===== config.mk =====
export PLATFORM = sky130hd
export DESIGN_NAME = ras_ckpt
export DESIGN_NICKNAME = d
export VERILOG_FILES = /design/src/rtl/ras_ckpt.sv
export SDC_FILE = /design/constraint.sdc
export NUM_CORES = 1
export LEC_CHECK = 0
export ABC_AREA = 1
export CAP_MARGIN = 25
export CORE_ASPECT_RATIO = 0.6
export CORE_MARGIN = 8
export CORE_UTILIZATION = 23
export CTS_BUF_LIST = sky130_fd_sc_hd__clkbuf_8
export CTS_CLUSTER_SIZE = 40
export DETAILED_ROUTE_END_ITERATION = 10
export HOLD_SLACK_MARGIN = 0.03
export PLACE_DENSITY = 0.47
export RECOVER_POWER = 50
export REMOVE_ABC_BUFFERS = 1
export SLEW_MARGIN = 0
export SYNTH_ARGS = -nofsm -noshare
export SYNTH_HDL_FRONTEND = slang
export SYNTH_SLANG_ARGS = --single-unit

===== constraint.sdc =====
create_clock -name clk -period 5.7 [get_ports clk]
set_clock_uncertainty 0.15 [all_clocks]
set_input_delay 0.57 -clock clk [delete_from_list [all_inputs] [get_ports clk]]
set_output_delay 0.57 -clock clk [all_outputs]
set_load 0.01 [all_outputs]

===== src/rtl/ras_ckpt.sv =====
// Return-address stack with per-entry recursion counters and single-cycle checkpoint restore.
// Circular storage: on overflow the oldest entry is overwritten in place, with no shifting.
module ras_ckpt #(
  parameter  int ADDR_WIDTH = 32,
  parameter  int DEPTH      = 16,
  parameter  int CNT_WIDTH  = 4,
  localparam int PTR_W      = $clog2(DEPTH)
) (
  input  logic                  clk,
  input  logic                  rst,
  input  logic                  push,
  input  logic                  pop,
  input  logic [ADDR_WIDTH-1:0] push_addr,
  input  logic                  restore,
  input  logic [PTR_W-1:0]      restore_ptr,
  input  logic [PTR_W:0]        restore_occ,
  input  logic [ADDR_WIDTH-1:0] restore_addr,
  input  logic [CNT_WIDTH-1:0]  restore_cnt,
  output logic [ADDR_WIDTH-1:0] top_addr,
  output logic                  top_valid,
  output logic [PTR_W-1:0]      ckpt_ptr,
  output logic [PTR_W:0]        ckpt_occ,
  output logic [ADDR_WIDTH-1:0] ckpt_addr,
  output logic [CNT_WIDTH-1:0]  ckpt_cnt,
  output logic                  overflow,
  output logic                  underflow
);

  localparam logic [CNT_WIDTH-1:0] CNT_MAX  = '1;
  localparam logic [CNT_WIDTH-1:0] CNT_ONE  = CNT_WIDTH'(1);
  localparam logic [PTR_W:0]       OCC_FULL = (PTR_W+1)'(DEPTH);

  logic [ADDR_WIDTH-1:0] r_addr [DEPTH];
  logic [CNT_WIDTH-1:0]  r_cnt  [DEPTH];
  logic [PTR_W-1:0]      r_tp;
  logic [PTR_W:0]        r_occ;
  logic                  r_overflow;
  logic                  r_underflow;

  logic [ADDR_WIDTH-1:0] w_top_addr;
  logic [CNT_WIDTH-1:0]  w_top_cnt;
  logic [PTR_W-1:0]      w_tp_inc;
  logic                  w_empty;
  logic                  w_full;
  logic                  w_match;
  logic                  w_inc;
  logic                  w_dec;
  logic                  w_replace;
  logic                  w_alloc;
  logic                  w_drop;
  logic                  w_unf;

  assign w_top_addr = r_addr[r_tp];
  assign w_top_cnt  = r_cnt[r_tp];
  assign w_tp_inc   = r_tp + PTR_W'(1);
  assign w_empty    = (r_occ == '0);
  assign w_full     = (r_occ == OCC_FULL);
  assign w_match    = (push_addr == w_top_addr);

  // Decode push/pop into primitive stack actions; restore is handled in the register block.
  always_comb begin
    w_inc     = 1'b0;
    w_dec     = 1'b0;
    w_replace = 1'b0;
    w_alloc   = 1'b0;
    w_drop    = 1'b0;
    w_unf     = 1'b0;
    if (push && (!pop || w_empty)) begin
      if (!w_empty && w_match && (w_top_cnt < CNT_MAX)) w_inc   = 1'b1;
      else                                               w_alloc = 1'b1;
    end else if (pop && !push) begin
      if (w_empty)                    w_unf  = 1'b1;
      else if (w_top_cnt > CNT_ONE)   w_dec  = 1'b1;
      else                            w_drop = 1'b1;
    end else if (push && pop) begin
      if (!w_match) begin
        if (w_top_cnt > CNT_ONE) begin
          w_dec   = 1'b1;
          w_alloc = 1'b1;
        end else begin
          w_replace = 1'b1;
        end
      end
    end
  end

  always_ff @(posedge clk) begin
    if (rst) begin
      for (int i = 0; i < DEPTH; i++) begin
        r_addr[i] <= '0;
        r_cnt[i]  <= '0;
      end
      r_tp        <= PTR_W'(DEPTH - 1);
      r_occ       <= '0;
      r_overflow  <= 1'b0;
      r_underflow <= 1'b0;
    end else if (restore) begin
      r_tp                 <= restore_ptr;
      r_occ                <= restore_occ;
      r_addr[restore_ptr]  <= restore_addr;
      r_cnt[restore_ptr]   <= restore_cnt;
      r_overflow           <= 1'b0;
      r_underflow          <= 1'b0;
    end else begin
      if (w_inc)     r_cnt[r_tp]  <= w_top_cnt + CNT_ONE;
      if (w_dec)     r_cnt[r_tp]  <= w_top_cnt - CNT_ONE;
      if (w_replace) r_addr[r_tp] <= push_addr;
      // Allocation writes tp+1, never tp, so it cannot collide with a same-cycle decrement.
      if (w_alloc) begin
        r_addr[w_tp_inc] <= push_addr;
        r_cnt[w_tp_inc]  <= CNT_ONE;
        r_tp             <= w_tp_inc;
        if (!w_full) r_occ <= r_occ + (PTR_W+1)'(1);
      end
      if (w_drop) begin
        r_tp  <= r_tp - PTR_W'(1);
        r_occ <= r_occ - (PTR_W+1)'(1);
      end
      r_overflow  <= w_alloc && w_full;
      r_underflow <= w_unf;
    end
  end

  assign top_addr  = w_empty ? '0 : w_top_addr;
  assign top_valid = !w_empty;
  assign ckpt_ptr  = r_tp;
  assign ckpt_occ  = r_occ;
  assign ckpt_addr = w_top_addr;
  assign ckpt_cnt  = w_top_cnt;
  assign overflow  = r_overflow;
  assign underflow = r_underflow;

endmodule


== Word-level counts from Yosys, hierarchy flattened ==
Memories as Yosys holds them, arrays and structs flattened. A register that Yosys moved wholly into a read port is not among the register bits.
Index checks and enable logic that the tools add are counted.

* Bits in registers: 11
* Bits in writable memories: 576
* Bits of input ports: 82
* Output and inout port bits: 80
* Logic and storage cells: 112
* Memories: 2

* Add/sub/neg operators: 6
* $lt $le $gt $ge: 2
* Equality and inequality tests: 3
* Muxes and demuxes: 72
* Bitwise gates (word level): 2
* Reductions and logical operators: 21

{| class="wikitable"
|+ Memory list
! name !! words !! width !! read ports !! clocked after Yosys merged registers in !! wr ports !! RTL line !! source
|-
| r_addr || 16 || 32 || 1 || 1 || 16 || 33 || <nowiki>logic [ADDR_WIDTH-1:0] r_addr [DEPTH];</nowiki>
|-
| r_cnt || 16 || 4 || 1 || 1 || 16 || 34 || <nowiki>logic [CNT_WIDTH-1:0] r_cnt [DEPTH];</nowiki>
|}

{| class="wikitable"
|+ Operators with widths
! kind !! number
|-
| two-way mux 32 bit || 4
|-
| OR reduction 32 bit || 3
|-
| two-way mux 4 bit || 17
|-
| two-way mux 1 bit || 47
|-
| equality test 32 bit || 1
|-
| two-way mux 5 bit || 4
|-
| OR reduction 4 bit || 4
|-
| adder 4 x 1 -> 4 bit, second input constant || 2
|-
| subtractor 4 x 1 -> 4 bit, second input constant || 2
|-
| logical AND 1 bit || 6
|-
| adder 5 x 1 -> 5 bit, second input constant || 1
|-
| equality test 5 bit, second input constant || 1
|-
| zero test 5 bit || 1
|-
| subtractor 5 x 1 -> 5 bit, second input constant || 1
|-
| greater-than comparator 4 x 1 -> 1 bit, second input constant || 1
|-
| less-than comparator 4 bit, second input constant || 1
|-
| zero test 1 bit || 3
|-
| inequality test 3 x 2 -> 1 bit, second input constant || 1
|-
| nonzero test 3 bit || 1
|-
| AND reduction 2 bit || 1
|-
| OR reduction 2 bit || 1
|-
| logical OR 1 bit || 1
|-
| NOT 1 bit || 1
|-
| bitwise OR 1 bit || 1
|}

== Longest topological paths before layout ==
* Depth in word-level cells: 13
* Gate-level depth with buffers: 30
* Depth with buffers taken out: 28

== Worst setup path after synthesis ==
No wires, ideal clock.

* Path kind: register to register
* Start point: reg with a tool-made name
* End point: mem r_addr[4][0], enable pin
* Library setup time: 389 ps
* Data arrival time: 4287 ps
* Required time: 5161 ps
* Setup slack: 873 ps
* Cell stages (with the launch flop): 29
* Path buffers: 8
* Period minus slack after synthesis: 4827 ps
* Cell sequence: dfxtp_1 buf_6 buf_6 buf_4 buf_4 clkbuf_1 nand2_1 nand3_1 nand3_1 nand2_1 nand2_1 o21ai_1 inv_1 ha_1 o21ai_2 inv_2 nor2_1 nand2_1 nand2_1 nand2_2 buf_6 o211ai_1 nand2_1 inv_1 nand2_1 or2_1 buf_2 buf_2 nand2_1

{| class="wikitable"
|+ RTL lines
! element !! RTL line
|-
| to (decl) || 33
|}

==> results.toml <==
[drt]
wl_per_cell_um = 20.8
drc = 0
drt_iter0_drc = 2354
viasPerCell = 4.54
routed_wl_mm = 111
dr.pass1.iters = 5
num_vias = 24200
ant_nets = 0

[logic_synthesis]
synth_top_family_by_area = "simple AND/OR/NAND/NOR gates"
synthXorXnorAreaFrac_pct = 0.356
synth.largest_area_cell = "edfxtp_1"
synthMuxAreaShare_pct = 0.229
synthAdderAreaFrac_pct = 0.576
synth_edf_count = 512
synth_ff_type = "edfxtp_1"
yosys_warnings = 0
synthMostInstantiatedCell = "nand2_1"
synthTopCellsByCount = "nand2_1 (817), nor2_1 (767), edfxtp_1 (512), nand3_1 (371), inv_1 (209)"
synth_seq_cells = 591
netlist_area_sq_um = 29500
synthSimpleGateAreaFrac_pct = 27.7
synth_area_leaders = "edfxtp_1 (52%), nand2_1 (10%), nor2_1 (9.8%), nand3_1 (6.3%), dfxtp_1 (5.4%)"
async_flop_share_pct = 0
synth_compound_area_share_pct = 6.01
yosysSeqAreaShare_pct = 57.4
syn_area_per_cell_sq_um = 8.61
synth_cell_types = 38
synth_cells = 3427
synth_top_area_share_pct = 52.1

[final_layout]
drive_gt1_share_pct = 8.46
finalNetCount = 3631
fin_util_pct = 27.4
fin_area_sq_um = 34800
area_growth_pct = 18.0

[timing]
max_freq_ghz = 0.185
relSlewSlack_pct = 39.7
drv_slew = 0
period_needed_ps = 5420
whs_ps = 205
rsz0062_at_grt = "false"
setup_ws_ps = 282
finalHoldViolations = 0
finalSetupViolations = 0
worst_pin_slew_ps = 904
fin_crit_sh_pct = 95.0

[power]
power.total_mw = 12.6
worst_ir_drop_vdd_uv = 174
p_leak_nw = 14.4
power_per_cell_area_nw_per_um2 = 361

[place]
dp_slack_ps = 176
gp_congestion = 0.812
hpwlAfterDp_mm = 67.9
port_buffers = 161
place_area_sq_um = 33000

[clock_network]
hold_buffers = 0
insertion_delay_ps = 810
post_cts_buffers = 0
path_clk_slew_ps = 60
ctsResizeCount = 0
clock_path_buffers = 3
cts.sinks = 591
cts_buffers = 98
root_buffer = "clkbuf_8"
cts_tree = "built"
cts_max_level = 3

[critical_path]
cp.required_ps = 5960
path_max_fanout = 42
crit_path_start_kind = "flip-flop"
endpoint_kind = "flip-flop"
crit_type = "flip-flop to flip-flop"
r2r_cells = 25
crit_arrival_ps = 5680

[global_routing]
grt_pass1_wl_mm = 160
grt_pass1_vias = 23100
antenna_found_initial = 4
grtUsageTotal_pct = 15.1
grt_max_degree = 126
overflow = 0

[job]
drv_cap = 0

[die]
io_pins = 162
start_util_pct = 23.3
die_y_um = 294
rows = 101
core_area_sq_um = 127000
die_w_um = 479
dieArea_sq_um = 140000

[run_status]
outcome = "complete, no violations"

[hold_path]
hp-class = "primary input to flip-flop"
holdPathStages = 3
registers in the layout, indices dropped and copies added, names as in the netlist, named ones only:
register,flops
ckpt_occ,5
ckpt_ptr,4
overflow,1
r_addr,512
r_cnt,64
underflow,1
path summary, 6_finish.rpt:
kind | slack, ps | endpoint | start
max | 280 | r_addr[12][2] | flip-flop
min | 200 | ckpt_occ[3] | restore_occ[3]
max reg2reg | 280 | r_addr[12][2] | flip-flop
min reg2reg | 320 | r_cnt[14][0] | r_cnt[14][0]
placed cells by master, fill, tap and decap left out, types with 3 or more instances in the layout:
| cell | instances |
|---|---|
| nand2_1 | 808 |
| clkbuf_8 | 102 |
| a21oi_1 | 114 |
| dlygate4sd3_1 | 12 |
| edfxtp_1 | 512 |
| nand2_2 | 12 |
| nand3b_1 | 6 |
| xnor2_1 | 4 |
| o211ai_1 | 57 |
| buf_6 | 6 |
| bufinv_16 | 3 |
| clkbuf_4 | 12 |
| nor2_1 | 768 |
| nor2_2 | 15 |
| buf_12 | 22 |
| nand2_4 | 6 |
| diode_2 | 7 |
| ha_1 | 12 |
| or2_2 | 16 |
| buf_4 | 42 |
| nand3_1 | 371 |
| inv_1 | 256 |
| o221ai_1 | 10 |
| mux2_2 | 6 |
| xor2_1 | 8 |
| dfxtp_1 | 75 |
| clkinv_2 | 6 |
| nor2_4 | 4 |
| a31oi_1 | 3 |
| clkinv_1 | 18 |
| o21ai_0 | 98 |
| dfxtp_4 | 3 |
| o22ai_1 | 3 |
| o21ai_1 | 21 |
| inv_2 | 32 |
| clkdlybuf4s50_1 | 149 |
area by class of cell:
type                       count  area [sq um]
fill                       13700         92100
sequential                   591         17000
multi-input combinational   2353         10300
timing repair buffer         248          2600
tap                         1699          2130
clock buffer                 102          1400
inverter                     244           932
clock inverter                79           429
antenna                        7          17.5
per-layer routing:
metal	global-route usage (%)	routed length, um	up-vias	share of wire [%]
li1	-	-	11500	-
met1	22.4	53900	11600	49
met2	21.6	44900	910	41
met3	3.74	8900	164	8.0
met4	4.52	2960	0	2.7
met5	0	0	-	0
metrics by stage:
stage,TNS [ps],std cells
5_1_grt,0,5321
3_3_place_gp,0,5133
3_5_place_dp,0,5133
4_1_cts,0,5314
6_report,0,5323
2_1_floorplan,-9325680,3188
critical path, cell delays in order (launching register included):
cell     delay, ps
dfxtp_4        430
inv_8          280
buf_4          310
nand2_1         70
nand2_1         60
nand2_1         40
nand3_1        140
nand3_1        180
nand2_1        170
nand2_1         60
nand2_1        250
nand2_1        130
nor2_2         310
nand2_1         90
nor2_1         290
nand2_1        280
o21ai_1        200
nand2_1        100
nand2_2         80
buf_4          170
nand2_1         60
o21ai_0        120
nand3_1        160
or2_2          330
nand2_1         80
buf_4          400
logic make-up after synthesis:
group,Yosys count
adders and majority gates,13
DFF,591
AOI/OAI and AO/OA,312
and+or+nand+nor,2010
muxes,6
buffers and inverters,483
xor gates and xnor gates,12
power by group:
part	switching (mW)	total, mW	internal [mW]
clock	1.89	3.69	1.80
sequential	0.104	5.06	4.96
combinational	2.60	3.81	1.21
No activity file was read; power rests on OpenSTA's default activity.
